==> config.mk <==
export PLATFORM = sky130hd
export DESIGN_NAME = router_in_arbiter
export DESIGN_NICKNAME = d
export VERILOG_FILES = /design/src/rtl/router_pkg.sv /design/src/rtl/router_rr_sel.sv /design/src/rtl/router_in_arbiter.sv
export SDC_FILE = /design/constraint.sdc
export NUM_CORES = 1
export LEC_CHECK = 0
export BUFFER_PORTS_ARGS = -buffer_cell sky130_fd_sc_hd__buf_2
export CORE_MARGIN = 8
export CORE_UTILIZATION = 25
export CTS_CLUSTER_DIAMETER = 200
export CTS_CLUSTER_SIZE = 12
export DETAILED_ROUTE_END_ITERATION = 10
export PLACE_DENSITY = 0.56
export SETUP_SLACK_MARGIN = 0.2
export SYNTH_ARGS = -nofsm -noshare
export SYNTH_HDL_FRONTEND = slang
export SYNTH_SLANG_ARGS = --single-unit
==> constraint.sdc <==
create_clock -name clock -period 2.4 [get_ports clock]
set_clock_uncertainty 0.15 [all_clocks]
set_input_delay 0.72 -clock clock [delete_from_list [all_inputs] [get_ports clock]]
set_output_delay 0.72 -clock clock [all_outputs]
set_load 0.05 [all_outputs]
==> src/rtl/router_pkg.sv <==
// Shared router types: input-arbiter state encoding and packet header field layout.
package router_pkg;

  typedef enum logic [1:0] {
    IDLE  = 2'b00,
    FWD   = 2'b01,
    DRAIN = 2'b10
  } arb_state_t;

  localparam int unsigned HDR_DEST_LSB = 0;
  localparam int unsigned HDR_DEST_W   = 2;
  localparam int unsigned HDR_LEN_LSB  = 2;
  localparam int unsigned HDR_LEN_W    = 6;
  localparam int unsigned LEN_CNT_W    = 8;

endpackage

==> src/rtl/router_rr_sel.sv <==
// Combinational round-robin picker: first set req bit scanning ptr+1, ptr+2, ... modulo NUM_SRC.
module router_rr_sel #(
  parameter  int unsigned NUM_SRC = 3,
  localparam int unsigned IDX_W   = $clog2(NUM_SRC)
) (
  input  logic [NUM_SRC-1:0] req,
  input  logic [IDX_W-1:0]   ptr,
  output logic               valid,
  output logic [IDX_W-1:0]   idx
);

  // Scan farthest-first so the nearest requester after ptr is the last (winning) assignment.
  always_comb begin
    valid = 1'b0;
    idx   = '0;
    for (int k = NUM_SRC; k >= 1; k--) begin
      if (req[(int'(ptr) + k) % NUM_SRC]) begin
        valid = 1'b1;
        idx   = IDX_W'((int'(ptr) + k) % NUM_SRC);
      end
    end
  end

endmodule

==> src/rtl/router_in_arbiter.sv <==
// Packet-level round-robin arbiter sharing the router input among NUM_SRC sources.
// Optional payload length check enabled by defining ROUTER_ARB_LEN_CHECK_EN.
module router_in_arbiter
  import router_pkg::*;
#(
  parameter  int unsigned NUM_SRC = 3,
  parameter  int unsigned DATA_W  = 8,
  localparam int unsigned IDX_W   = $clog2(NUM_SRC)
) (
  input  logic                      clock,
  input  logic                      resetn,
  input  logic [NUM_SRC-1:0]        src_pkt_valid,
  input  logic [NUM_SRC*DATA_W-1:0] src_data,
  output logic [NUM_SRC-1:0]        src_busy,
  output logic [NUM_SRC-1:0]        src_abort,
  output logic                      rtr_pkt_valid,
  output logic [DATA_W-1:0]         rtr_data,
  input  logic                      rtr_busy,
  input  logic                      rtr_abort,
  output logic [NUM_SRC-1:0]        grant,
  output logic                      len_err
);

  arb_state_t          r_state, w_nxt_state;
  logic [NUM_SRC-1:0]  r_grant, w_nxt_grant;
  logic [IDX_W-1:0]    r_rr_ptr, w_nxt_ptr;
  logic                r_hdr_seen, w_nxt_hdr;
  logic                w_sel_valid;
  logic [IDX_W-1:0]    w_sel_idx;
  logic                w_g_valid;
  logic [DATA_W-1:0]   w_g_data;

  router_rr_sel #(.NUM_SRC(NUM_SRC)) u_rr_sel (
    .req   (src_pkt_valid),
    .ptr   (r_rr_ptr),
    .valid (w_sel_valid),
    .idx   (w_sel_idx)
  );

  // Granted source's lane, selected by the one-hot grant.
  always_comb begin
    w_g_valid = 1'b0;
    w_g_data  = '0;
    for (int i = 0; i < NUM_SRC; i++) begin
      if (r_grant[i]) begin
        w_g_valid = src_pkt_valid[i];
        w_g_data  = src_data[i*DATA_W +: DATA_W];
      end
    end
  end

  always_ff @(posedge clock) begin
    if (!resetn) begin
      r_state    <= IDLE;
      r_grant    <= '0;
      r_rr_ptr   <= IDX_W'(NUM_SRC - 1);
      r_hdr_seen <= 1'b0;
    end else begin
      r_state    <= w_nxt_state;
      r_grant    <= w_nxt_grant;
      r_rr_ptr   <= w_nxt_ptr;
      r_hdr_seen <= w_nxt_hdr;
    end
  end

  always_comb begin
    w_nxt_state = r_state;
    w_nxt_grant = r_grant;
    w_nxt_ptr   = r_rr_ptr;
    w_nxt_hdr   = r_hdr_seen;
    case (r_state)
      IDLE: begin
        if (w_sel_valid) begin
          w_nxt_state = FWD;
          w_nxt_grant = NUM_SRC'(1) << w_sel_idx;
          w_nxt_ptr   = w_sel_idx;
          w_nxt_hdr   = 1'b0;
        end
      end
      FWD: begin
        // Abort and a source dropping valid before its header both abandon the packet.
        if (rtr_abort || (!r_hdr_seen && !w_g_valid)) begin
          w_nxt_state = IDLE;
          w_nxt_grant = '0;
          w_nxt_hdr   = 1'b0;
        end else if (!rtr_busy) begin
          if (!r_hdr_seen) begin
            w_nxt_hdr = 1'b1;
          end else if (!w_g_valid) begin
            w_nxt_state = DRAIN;
            w_nxt_hdr   = 1'b0;
          end
        end
      end
      DRAIN: begin
        if (rtr_abort || !rtr_busy) begin
          w_nxt_state = IDLE;
          w_nxt_grant = '0;
        end
      end
      default: begin
        w_nxt_state = IDLE;
        w_nxt_grant = '0;
        w_nxt_hdr   = 1'b0;
      end
    endcase
  end

  // Zero-latency output mux driven from registered state and grant.
  always_comb begin
    src_busy      = '1;
    src_abort     = '0;
    rtr_pkt_valid = 1'b0;
    rtr_data      = '0;
    case (r_state)
      FWD: begin
        rtr_pkt_valid = w_g_valid;
        rtr_data      = w_g_data;
        if (!rtr_busy) src_busy = ~r_grant;
        if (rtr_abort) src_abort = r_grant;
      end
      DRAIN: begin
        if (rtr_abort) src_abort = r_grant;
      end
      default: ;
    endcase
  end

  assign grant = r_grant;

`ifdef ROUTER_ARB_LEN_CHECK_EN
  logic                  w_xfer;
  logic                  w_hdr_xfer;
  logic                  w_pay_xfer;
  logic                  w_eop;
  logic [LEN_CNT_W-1:0]  r_pay_cnt;
  logic [HDR_LEN_W-1:0]  r_hdr_len;
  logic                  r_len_err;

  assign w_xfer     = (r_state == FWD) && !rtr_busy && !rtr_abort;
  assign w_hdr_xfer = w_xfer && !r_hdr_seen && w_g_valid;
  assign w_pay_xfer = w_xfer &&  r_hdr_seen && w_g_valid;
  assign w_eop      = w_xfer &&  r_hdr_seen && !w_g_valid;

  // Saturating payload counter compared against the latched header length at end of packet.
  always_ff @(posedge clock) begin
    if (!resetn) begin
      r_pay_cnt <= '0;
      r_hdr_len <= '0;
      r_len_err <= 1'b0;
    end else begin
      r_len_err <= 1'b0;
      if (w_hdr_xfer) begin
        r_pay_cnt <= '0;
        r_hdr_len <= w_g_data[HDR_LEN_LSB +: HDR_LEN_W];
      end else if (w_pay_xfer && (r_pay_cnt != '1)) begin
        r_pay_cnt <= r_pay_cnt + LEN_CNT_W'(1);
      end
      if (w_eop) r_len_err <= (r_pay_cnt != LEN_CNT_W'(r_hdr_len));
    end
  end

  assign len_err = r_len_err;
`else
  assign len_err = 1'b0;
`endif

endmodule
==> flow_metrics.env <==
export IMPL_status="completed"
export IMPL_grt_pass1_wl_um=5340
export IMPL_dpl_instance_area_um2=1370
export IMPL_io_pins=50
export IMPL_nets=229
export IMPL_cts_buffer_depth=2
export IMPL_row_count=23
export IMPL_grt_max_degree=23
export IMPL_path_buf_inv=2
export IMPL_core_area_um2=3910
export IMPL_ys_ff_latch=8
export IMPL_max_freq_ghz=0.445
export IMPL_synth_edf_count=0
export IMPL_drc=0
export IMPL_path_clk_slew_ns=0.04
export IMPL_first_global_vias=1141
export IMPL_antenna_left=0
export IMPL_cts_sinks=8
export IMPL_portBuffers=48
export IMPL_required_ns=1.53
export IMPL_cp_cell_sequence="buf_2 -> a22oi_2 -> o21ai_2 -> and2_4 -> buf_8"
export IMPL_ir_drop_mv=0.353
export IMPL_dp_hpwl_um=2480
export IMPL_place_inst=232
export IMPL_holdBufCountCts=0
export IMPL_synth_flop_cell="dfxtp_1"
export IMPL_hold_path_class="flop to flop"
export IMPL_stdcell_count=240
export IMPL_cp_start_kind="primary input"
export IMPL_root_buffer="clkbuf_8"
export IMPL_wl_per_cell_um=14.0
export IMPL_syn_avg_cell_area_um2=7.62
export IMPL_crit_fanout=1
export IMPL_grt_overflow=0
export IMPL_die_w_um=79.2
export IMPL_synth_seq_area_share_pct=16.0
export IMPL_critPathTopFamily="compound AO/OA/AOI/OAI gates"
export IMPL_netlist_instances=131
export IMPL_holdWs_ns=0.318
export IMPL_critPathKind="primary input to primary output"
export IMPL_critPathMaxStageDelay_ns=0.18
export IMPL_power_density_nw_per_um2=1240
export IMPL_synthesis_area_um2=998
export IMPL_vias=1177
export IMPL_cap_violations=0
export IMPL_synth_common_cells="nand2_1 (22), o21ai_0 (12), and2_1 (10)"
export IMPL_die_h_um=79.2
export IMPL_drv_slew=0
export IMPL_cts_max_level=1
export IMPL_synth_most_common_cell="nand2_1"
export IMPL_start_util_pct=25.5
export IMPL_layout_drive_gt1_share_pct=57.4
export IMPL_synth_largest_area_cell="dfxtp_1"
export IMPL_async_reset_ff_share_pct=0
export IMPL_synth_area_leaders="dfxtp_1 (16%), ha_1 (8.8%), nand2_1 (8.3%), and2_1 (6.3%), mux2i_1 (6.0%)"
export IMPL_yosysTopAreaCellShare_pct=16.0
export IMPL_yosys_warnings=0
export IMPL_clk_latency_ns=0.24
export IMPL_grt_antenna_before_repair=0
export IMPL_gp_congestion=0.871
export IMPL_setup_tns_ns=0
export IMPL_drt_iter0_drc=31
export IMPL_p_leak_nw=0.768
export IMPL_viasPerCell=4.90
export IMPL_die_area_um2=6270
export IMPL_track_usage_pct=10.6
export IMPL_synthDistinctLibCells=39
export IMPL_critPathArrivalTime_ns=1.38
export IMPL_num_antenna_cells=0
export IMPL_cts_made_buffers=3
export IMPL_area_growth_pct=67.7
export IMPL_crit_path_top_delay_cell="a22oi_2"
export IMPL_routed_wl_um=3360
export IMPL_first_pass_iters=4
export IMPL_final_hold_viol_count=0
export IMPL_finalPower_mw=2.08
export IMPL_worst_setup_path_end_kind="primary output"
export IMPL_syn_nets=169
export IMPL_design_area_um2=1670
export IMPL_rsz0062_at_grt="yes"
export IMPL_period_share_pct=93.7
export IMPL_fin_crit_ns=2.25
export IMPL_cts_tree="yes"
export IMPL_setup_viol=0
export IMPL_fillerInstances=371
stage by stage:
step	setup slack, ns	util [%]
5_1_grt	0.105	42.8
3_5_place_dp	0.00506	34.9
6_report	0.151	42.8
2_1_floorplan	0.221	-
3_3_place_gp	0.00151	34.9
4_1_cts	0.134	41.5
worst register-to-register path: stages (launching register included):
cell     delay [ns]
dfxtp_2        0.33
inv_1          0.06
ha_1           0.29
and2b_1        0.18
o21a_1         0.23
nor4b_4        0.35
nor3b_2        0.10
mux2_4         0.30
report_power, final:
group / total, mW / switching [mW] / internal [mW]
Sequential: 0.272 / 0.0743 / 0.197
Combinational: 1.64 / 0.856 / 0.781
Clock: 0.176 / 0.0600 / 0.116
layout make-up:
type                       count  area, um^2  area share [%]
clock buffer                   4        45.0            2.69
inverter                       5        18.8            1.12
tap                           50        62.6            3.74
sequential                     8         173            10.3
multi-input combinational    110         888            53.1
timing repair buffer          63         487            29.1
state kept, by name (all words and copies together), names as in the netlist:
signal,flops
r_hdr_seen,1
r_rr_ptr,2
grant,3
r_state,2
repair_timing:
item / in CTS / in global routing
setup endpoints to repair: 15 / 20
pin swaps: 9 / 12
resized for setup: 58 / 15
setup buffers: 3 / 1
layout by cell type (no fill, tap or decap), types with 5 or more instances in the layout:
cell / instances
buf_2: 32
a22oi_2: 8
nand2_1: 22
o21ai_1: 7
buf_4: 16
mux2i_1: 5
and2_4: 9
buf_8: 10
buf_6: 5
logic make-up (layout without fill, tap and decap cells):
kind of cell               Yosys count  in the layout  share of synthesized area [%]
AOI/OAI and AO/OA                   39             39                           26.9
other                                1              1                          0.376
adders and majority gates            7              7                           8.77
buffers and inverters               13             72                           7.02
DFF                                  8              8                           16.0
muxes                                7              7                           7.52
and+or+nand+nor                     56             56                           33.3
worst paths after layout:
kind         slack, ns  cells past startpoint     endpoint   startpoint
max reg2reg       0.30                      7     grant[0]  r_rr_ptr[0]
min reg2reg       0.32                      2  r_rr_ptr[0]  r_rr_ptr[0]
max               0.15                      5  rtr_data[1]  src_data[9]
min               0.32                      2  r_rr_ptr[0]  r_rr_ptr[0]
per-layer routing:
metal  track usage (%)  part of all wire (%)  vias up
met3              4.74                    13        7
met4              4.81                   1.8        0
met2              17.5                    45       53
met5                 0                     0        -
met1              11.3                    40      534
li1                  -                     -      583
Power figures use the tool's default switching activity.
